$ cat src/rtl/draw_pkg.sv
// Shared types and constants for the per-frame draw scheduler.
// Latency: none (declarations only).
// Backpressure: none (declarations only).
package draw_pkg;

    typedef enum logic [1:0] {
        IDLE = 2'd0,
        DRAW = 2'd1,
        DONE = 2'd2,
        SWAP = 2'd3
    } sched_state_t;

    localparam int COORD_W = 10;

    // Visible playfield window; pixels outside it can be dropped when clipping is built in
    localparam int WIN_X_MIN = 80;
    localparam int WIN_X_MAX = 239;
    localparam int WIN_Y_MAX = 239;

    // Draw order, bottom layer first
    localparam int LAYER_BG     = 0;
    localparam int LAYER_PLAT   = 1;
    localparam int LAYER_DOODLE = 2;

    function automatic logic in_window(input logic [COORD_W-1:0] x, input logic [COORD_W-1:0] y);
        return (x >= COORD_W'(WIN_X_MIN)) && (x <= COORD_W'(WIN_X_MAX)) && (y <= COORD_W'(WIN_Y_MAX));
    endfunction

endpackage

$ cat src/rtl/frame_tick_sync.sv
// Brings the asynchronous frame tick into Clk and emits a one-cycle pulse per rising edge.
// Latency: 3 Clk cycles from frame_clk rising to tick (two sync flops plus registered edge detect).
// Backpressure: none; a tick is never held, consumers must act on it in the cycle it is high.
module frame_tick_sync (
    input  logic Clk,
    input  logic Reset,
    input  logic frame_clk,
    output logic tick
);

    logic [2:0] sync_q;

    // Two-flop synchronizer, third flop keeps the previous level, registered rising-edge pulse
    always_ff @(posedge Clk) begin
        if (Reset) begin
            sync_q <= '0;
            tick   <= 1'b0;
        end else begin
            sync_q <= {sync_q[1:0], frame_clk};
            tick   <= sync_q[1] & ~sync_q[2];
        end
    end

endmodule

$ cat src/rtl/draw_scheduler.sv
// Grants the frame-buffer write port to layer requesters in fixed order and swaps buffers per frame.
// Latency: pixel accept to fb_we 1 cycle; tick to frame_start 1 cycle from IDLE, 2 via SWAP.
// Backpressure: fb_ready low holds fb_we/draw_* stable and drops req_ready until the write drains.
// Build option DRAW_SCHED_CLIP_EN: out-of-window pixels complete the handshake but are not written.
module draw_scheduler
    import draw_pkg::*;
#(
    parameter int NUM_REQ = 3,
    parameter int C_W     = 8
) (
    input  logic                       Clk,
    input  logic                       Reset,
    input  logic                       frame_clk,
    input  logic [NUM_REQ-1:0]         req_valid,
    input  logic [NUM_REQ*COORD_W-1:0] req_x,
    input  logic [NUM_REQ*COORD_W-1:0] req_y,
    input  logic [NUM_REQ*C_W-1:0]     req_color,
    input  logic [NUM_REQ-1:0]         req_last,
    output logic [NUM_REQ-1:0]         req_ready,
    output logic                       frame_start,
    input  logic                       fb_ready,
    output logic                       fb_we,
    output logic [COORD_W-1:0]         draw_x,
    output logic [COORD_W-1:0]         draw_y,
    output logic [C_W-1:0]             draw_color,
    output logic                       buffer_using,
    output logic                       overrun
);

    localparam int CUR_W = (NUM_REQ > 1) ? $clog2(NUM_REQ) : 1;

    sched_state_t         state;
    sched_state_t         state_nxt;
    logic [CUR_W-1:0]     cur;
    logic                 tick;
    logic                 out_free;
    logic                 accept;
    logic                 acc_last;
    logic                 cur_is_last;
    logic                 start_frame;
    logic                 wr_en;
    logic [COORD_W-1:0]   sel_x;
    logic [COORD_W-1:0]   sel_y;
    logic [C_W-1:0]       sel_c;

    frame_tick_sync u_tick (
        .Clk       (Clk),
        .Reset     (Reset),
        .frame_clk (frame_clk),
        .tick      (tick)
    );

    // The output register can take a new pixel when empty or when its current write drains now
    assign out_free    = !fb_we || fb_ready;
    assign sel_x       = req_x[cur*COORD_W +: COORD_W];
    assign sel_y       = req_y[cur*COORD_W +: COORD_W];
    assign sel_c       = req_color[cur*C_W +: C_W];
    assign accept      = (state == DRAW) && out_free && req_valid[cur];
    assign acc_last    = accept && req_last[cur];
    assign cur_is_last = (32'(cur) == NUM_REQ - 1);
    assign start_frame = ((state == IDLE) && tick) || (state == SWAP);

`ifdef DRAW_SCHED_CLIP_EN
    assign wr_en = in_window(sel_x, sel_y);
`else
    assign wr_en = 1'b1;
`endif

    // State register
    always_ff @(posedge Clk) begin
        if (Reset) state <= IDLE;
        else       state <= state_nxt;
    end

    // Next-state: a tick only advances IDLE and DONE; ticks elsewhere are reported as overrun
    always_comb begin
        state_nxt = state;
        case (state)
            IDLE:    if (tick) state_nxt = DRAW;
            DRAW:    if (acc_last && cur_is_last) state_nxt = DONE;
            DONE:    if (tick) state_nxt = SWAP;
            SWAP:    state_nxt = DRAW;
            default: state_nxt = IDLE;
        endcase
    end

    // Grant only the layer currently being drawn
    always_comb begin
        req_ready = '0;
        if ((state == DRAW) && out_free) req_ready[cur] = 1'b1;
    end

    // Frame sequencing: layer pointer, buffer select, frame_start and overrun pulses
    always_ff @(posedge Clk) begin
        if (Reset) begin
            cur          <= '0;
            frame_start  <= 1'b0;
            buffer_using <= 1'b0;
            overrun      <= 1'b0;
        end else begin
            frame_start <= start_frame;
            overrun     <= tick && ((state == DRAW) || (state == SWAP));
            if (state == SWAP) buffer_using <= ~buffer_using;
            if (start_frame) cur <= '0;
            else if (acc_last && !cur_is_last) cur <= cur + 1'b1;
        end
    end

    // Write register: load on accept, hold until fb_ready, clear when drained with nothing new
    always_ff @(posedge Clk) begin
        if (Reset) begin
            fb_we      <= 1'b0;
            draw_x     <= '0;
            draw_y     <= '0;
            draw_color <= '0;
        end else if (accept && wr_en) begin
            fb_we      <= 1'b1;
            draw_x     <= sel_x;
            draw_y     <= sel_y;
            draw_color <= sel_c;
        end else if (fb_ready) begin
            fb_we <= 1'b0;
        end
    end

endmodule

$ cat config.mk
export PLATFORM = sky130hd
export DESIGN_NAME = draw_scheduler
export DESIGN_NICKNAME = d
export VERILOG_FILES = /design/src/rtl/draw_pkg.sv /design/src/rtl/frame_tick_sync.sv /design/src/rtl/draw_scheduler.sv
export SDC_FILE = /design/constraint.sdc
export NUM_CORES = 1
export LEC_CHECK = 0
export BUFFER_PORTS_ARGS = -buffer_cell sky130_fd_sc_hd__buf_2
export CORE_UTILIZATION = 47
export DETAILED_ROUTE_END_ITERATION = 7
export PLACE_DENSITY = 0.85
export RECOVER_POWER = 25
export SLEW_MARGIN = 10
export SYNTH_ARGS = -nofsm -noshare
export SYNTH_HDL_FRONTEND = slang
export SYNTH_SLANG_ARGS = --single-unit
export TNS_END_PERCENT = 50
$ cat constraint.sdc
create_clock -name Clk -period 5.2 [get_ports Clk]
set_input_delay 0.26 -clock Clk [delete_from_list [all_inputs] [get_ports Clk]]
set_output_delay 0.26 -clock Clk [all_outputs]
set_load 0.05 [all_outputs]
==> results by stage <==
Job:
- The count of max-cap constraint violations is 1.

CTS:
- For this design, the CTS-stage hold fixing added 0 buffers.
- After clock tree synthesis, the clock-pin slew on the worst setup and hold paths is about 0.07 ns.
- The number of H-tree levels is 2.
- In this run the clock root is driven by a clkbuf_8.
- The number of cells upsized or downsized after cts is 0.
- In this run the deepest clock path goes through 2 buffers.
- In this run, CTS created clock tree buffers numbering 5.
- The clock tree from TritonCTS is yes.
- For this design, the sink count on the clock tree is 40.
- The clock insertion delay at the later pin of the skew report is between 0.2 and 0.3 ns.
- After clock tree synthesis, the setup repair step added 0 buffers.

Placed design:
- The worst setup timing slack at the placement stage is 2.51 ns.
- The total instance count after detailed placement is a little over 400.
- The placed instances occupy a cell area of about 2900 sq um.
- The number of input and output port buffers inserted is ~130.
- The placer's final routability congestion estimate is between 0.7 and 0.8.
- The HPWL reported at the end of detailed placement is 3860 um.

Timing:
- At the pin with the least slew margin, the transition time is 2.09 ns.
- The final setup skew is approximately 0.0052 ns.
- The worst path meets setup with between 2 and 2.5 ns of slack.
- For this run, the top clock speed supported by timing is ~370 MHz.
- Hold is met by 0.182 ns.
- The final clock period utilization by the worst path is slightly above 50%.
- The normalized max-slew margin is -39.2%.
- The hold violation total from the final report came to 0.
- Setup repair after global routing left no endpoint under its margin.
- Setup violations remaining at the end of the flow were counted as 0.
- The final setup TNS is 0 ns.
- The count of pins over their slew limit is 40.
- The shortest period the worst path allows is 2.70 ns.

Layout:
- In the final design database the tool counted between 400 and 500 nets.
- The most common library cell in the layout ignoring fill and taps is buf_2.
- Measured on the finished design, the core utilization comes to between 60% and 70%.
- The layout cell share with drive strength beyond 1 is approximately 41%.
- The post-synthesis to final-layout area growth is 31.4%.
- The number of inserted diodes is 0.
- The library cells used most frequently in the layout, excluding fill and tap cells, are buf_2, nor2_1, dfxtp_1.
- The filler-free cell count of the finished design is ~420.
- The summed area of non-filler cells in the final layout is just under 3000 sq um.

Global routing:
- The via count of the first global-routing pass was about 2.0k.
- The overall routing resource usage is about a fifth.
- The number of antenna violations at the first check in global routing came to 0.
- The global-route wire length before repair is around 8600 um.
- Entering global routing, the biggest net connects 40 pins.
- Summed over all layers, the global routing overflow is 0.

Run status:
- The final reports fail on design-rule violations, max-capacitance violations, max-slew violations.
- The run finished, with violations left.

Detailed routing:
- The highest metal layer with signal wires is met4.
- Once detail routing completed, the nets flagged for antenna violations numbered 0.
- The per-cell via count in the routed design is 5.13.
- The count of TritonRoute iterations in the first routing pass is 6.
- The amount of wire on met3 after detailed routing is around 380 um.
- For this block, the initial DRC count from the detailed router was 72.
- Dividing the detail-routed wire length by the instance count gives between 10 and 15 um.
- The total length of routed met2 wires is 2550 um.
- In the routed design, unresolved DRC markers number 20.
- The via count is ~2.2k.
- The met1 wire length is roughly 2100 um.
- For this block, the routed nets add up to about 5200 um of wire.

Synthesis:
- The synthesized design contains 40 register bits.
- The fraction of synthesized area in multiplexers is roughly 15%.
- The XOR/XNOR share of the synthesized area is 0.787%.
- The Yosys step of the flow raised 0 warnings.
- The share of synthesized area occupied by flip-flops and latches is a little over a third.
- The post-synthesis cell area is 2220 sq um.
- The number of distinct library cells after synthesis is 28.
- The share of synthesized cell area in and, or, nand and nor gates is between 15 and 20%.
- Each instance of the synthesized netlist takes up on average around 9 sq um.
- The synthesized netlist devotes 23.0% of its cell area to compound gates.
- The post-synth net total is roughly 350.
- The synthesized instance count is ~250.
- The main combinational cell family by area after synthesis is compound AO/OA/AOI/OAI gates.
- The adder and majority cell fraction of the synthesized area is under 10%.

Die:
- In this run the core area contains 24 standard-cell rows.
- In this run the count of I/O pins placed on the die edge is roughly 130.
- The die is ~71 um tall.
- The floorplan step set the die width to about 71 um.
- The starting density of the core is around 50%.
- The total die area is 5010 sq um.
- The area of the core is 4440 sq um.

Setup path:
- The critical path in this run is classified as flip-flop to flip-flop.
- The startpoint type of the worst setup path is a flip-flop.
- The worst endpoint data arrival time is 2.89 ns.
- The critical path capture point type is a flip-flop.
- The required time at the worst-slack endpoint is approximately 5.4 ns.
- The critical-path maximum fanout is 36.

Power:
- The total power per unit cell area is roughly 410 nW/um^2.
- The analysis attributes to cell leakage a power of roughly 1.3 nW.
- The total power after layout is roughly 1.2 mW.
- The worst voltage drop across the vdd grid is around 0.21 mV.

Min path:
- The worst min-delay path class is input port to flip-flop.
## report_power, final
part           internal [mW]  switching [mW]  leakage (nW)
Clock                 0.0911          0.0965        0.0410
Combinational          0.183           0.430         0.916
Sequential             0.373          0.0384         0.326
Total                  0.647           0.565          1.28
## per-layer routing
layer  track usage [%]  vias to the layer above
li1                  -                     1111
met1              23.9                      956
met2              39.4                       87
met3              4.13                       10
met4              8.67                        0
met5                 0                        -
## cell families after synthesis
kind of cell / after synthesis
adder cells (fa/ha/maj): 7
AND/OR/NAND/NOR: 82
XOR/XNOR: 2
AO/OA/AOI/OAI: 64
flip-flops: 40
multiplexers: 32
buffers and inverters: 25
## state kept, by name (all words and copies together) (netlist names)
name	flops
u_tick.tick	1
frame_start	1
draw_color	8
cur	2
draw_x	10
overrun	1
u_tick.sync_q	3
fb_we	1
buffer_using	1
draw_y	10
state	2
## path summary, 6_finish.rpt
check | slack (ns) | from | cells past startpoint | to
worst max register to register | 2.50 | cur[1]$_SDFFE_PP0P_ | 6 | draw_x[6]$_SDFFE_PP0P_
worst max-delay path | 2.50 | cur[1]$_SDFFE_PP0P_ | 6 | draw_x[6]$_SDFFE_PP0P_
worst min-delay path | 0.18 | frame_clk | 2 | u_tick.sync_q[0]$_SDFF_PP0_
worst min register to register | 0.39 | u_tick.sync_q[2]$_SDFF_PP0_ | 1 | u_tick.tick$_SDFF_PP0_
## cell usage after synthesis (all sizes together)
cell type  number  share of area, %
xnor2           2              0.79
nor3b           1              0.34
dfxtp          40                36
nand2b          4               1.1
a211oi         28                14
nor4b           1              0.67
ha              7               3.9
clkbuf          8               1.3
and3            3              0.84
nor2b           5               1.4
buf            12               3.2
nand2           2              0.34
mux2            1              0.67
mux2i          31                14
a22oi           1              0.96
nor2           64                11
a21oi          32               7.2
inv             5              0.84
o31ai           1              0.34
nand3b          1              0.34
or2             1              0.28
a21o            1              0.34
o21ai           1              0.22
## area by class of cell
class,count,area (sq um)
inverter,5,18.8
clock inverter,1,5.00
multi-input combinational,187,1310
sequential,40,802
timing repair buffer,131,648
fill,396,1520
clock buffer,6,72.6
tap,52,65.1
## worst max-delay path, cell delays in order (launching register included)
cell      delay [ns]
dfxtp_2         0.99
mux2_4          0.31
a22oi_4         0.09
nor2_4          0.39
buf_4           0.48
nor2_1          0.11
a211oi_2        0.21
(Power assumes the default switching activity.)
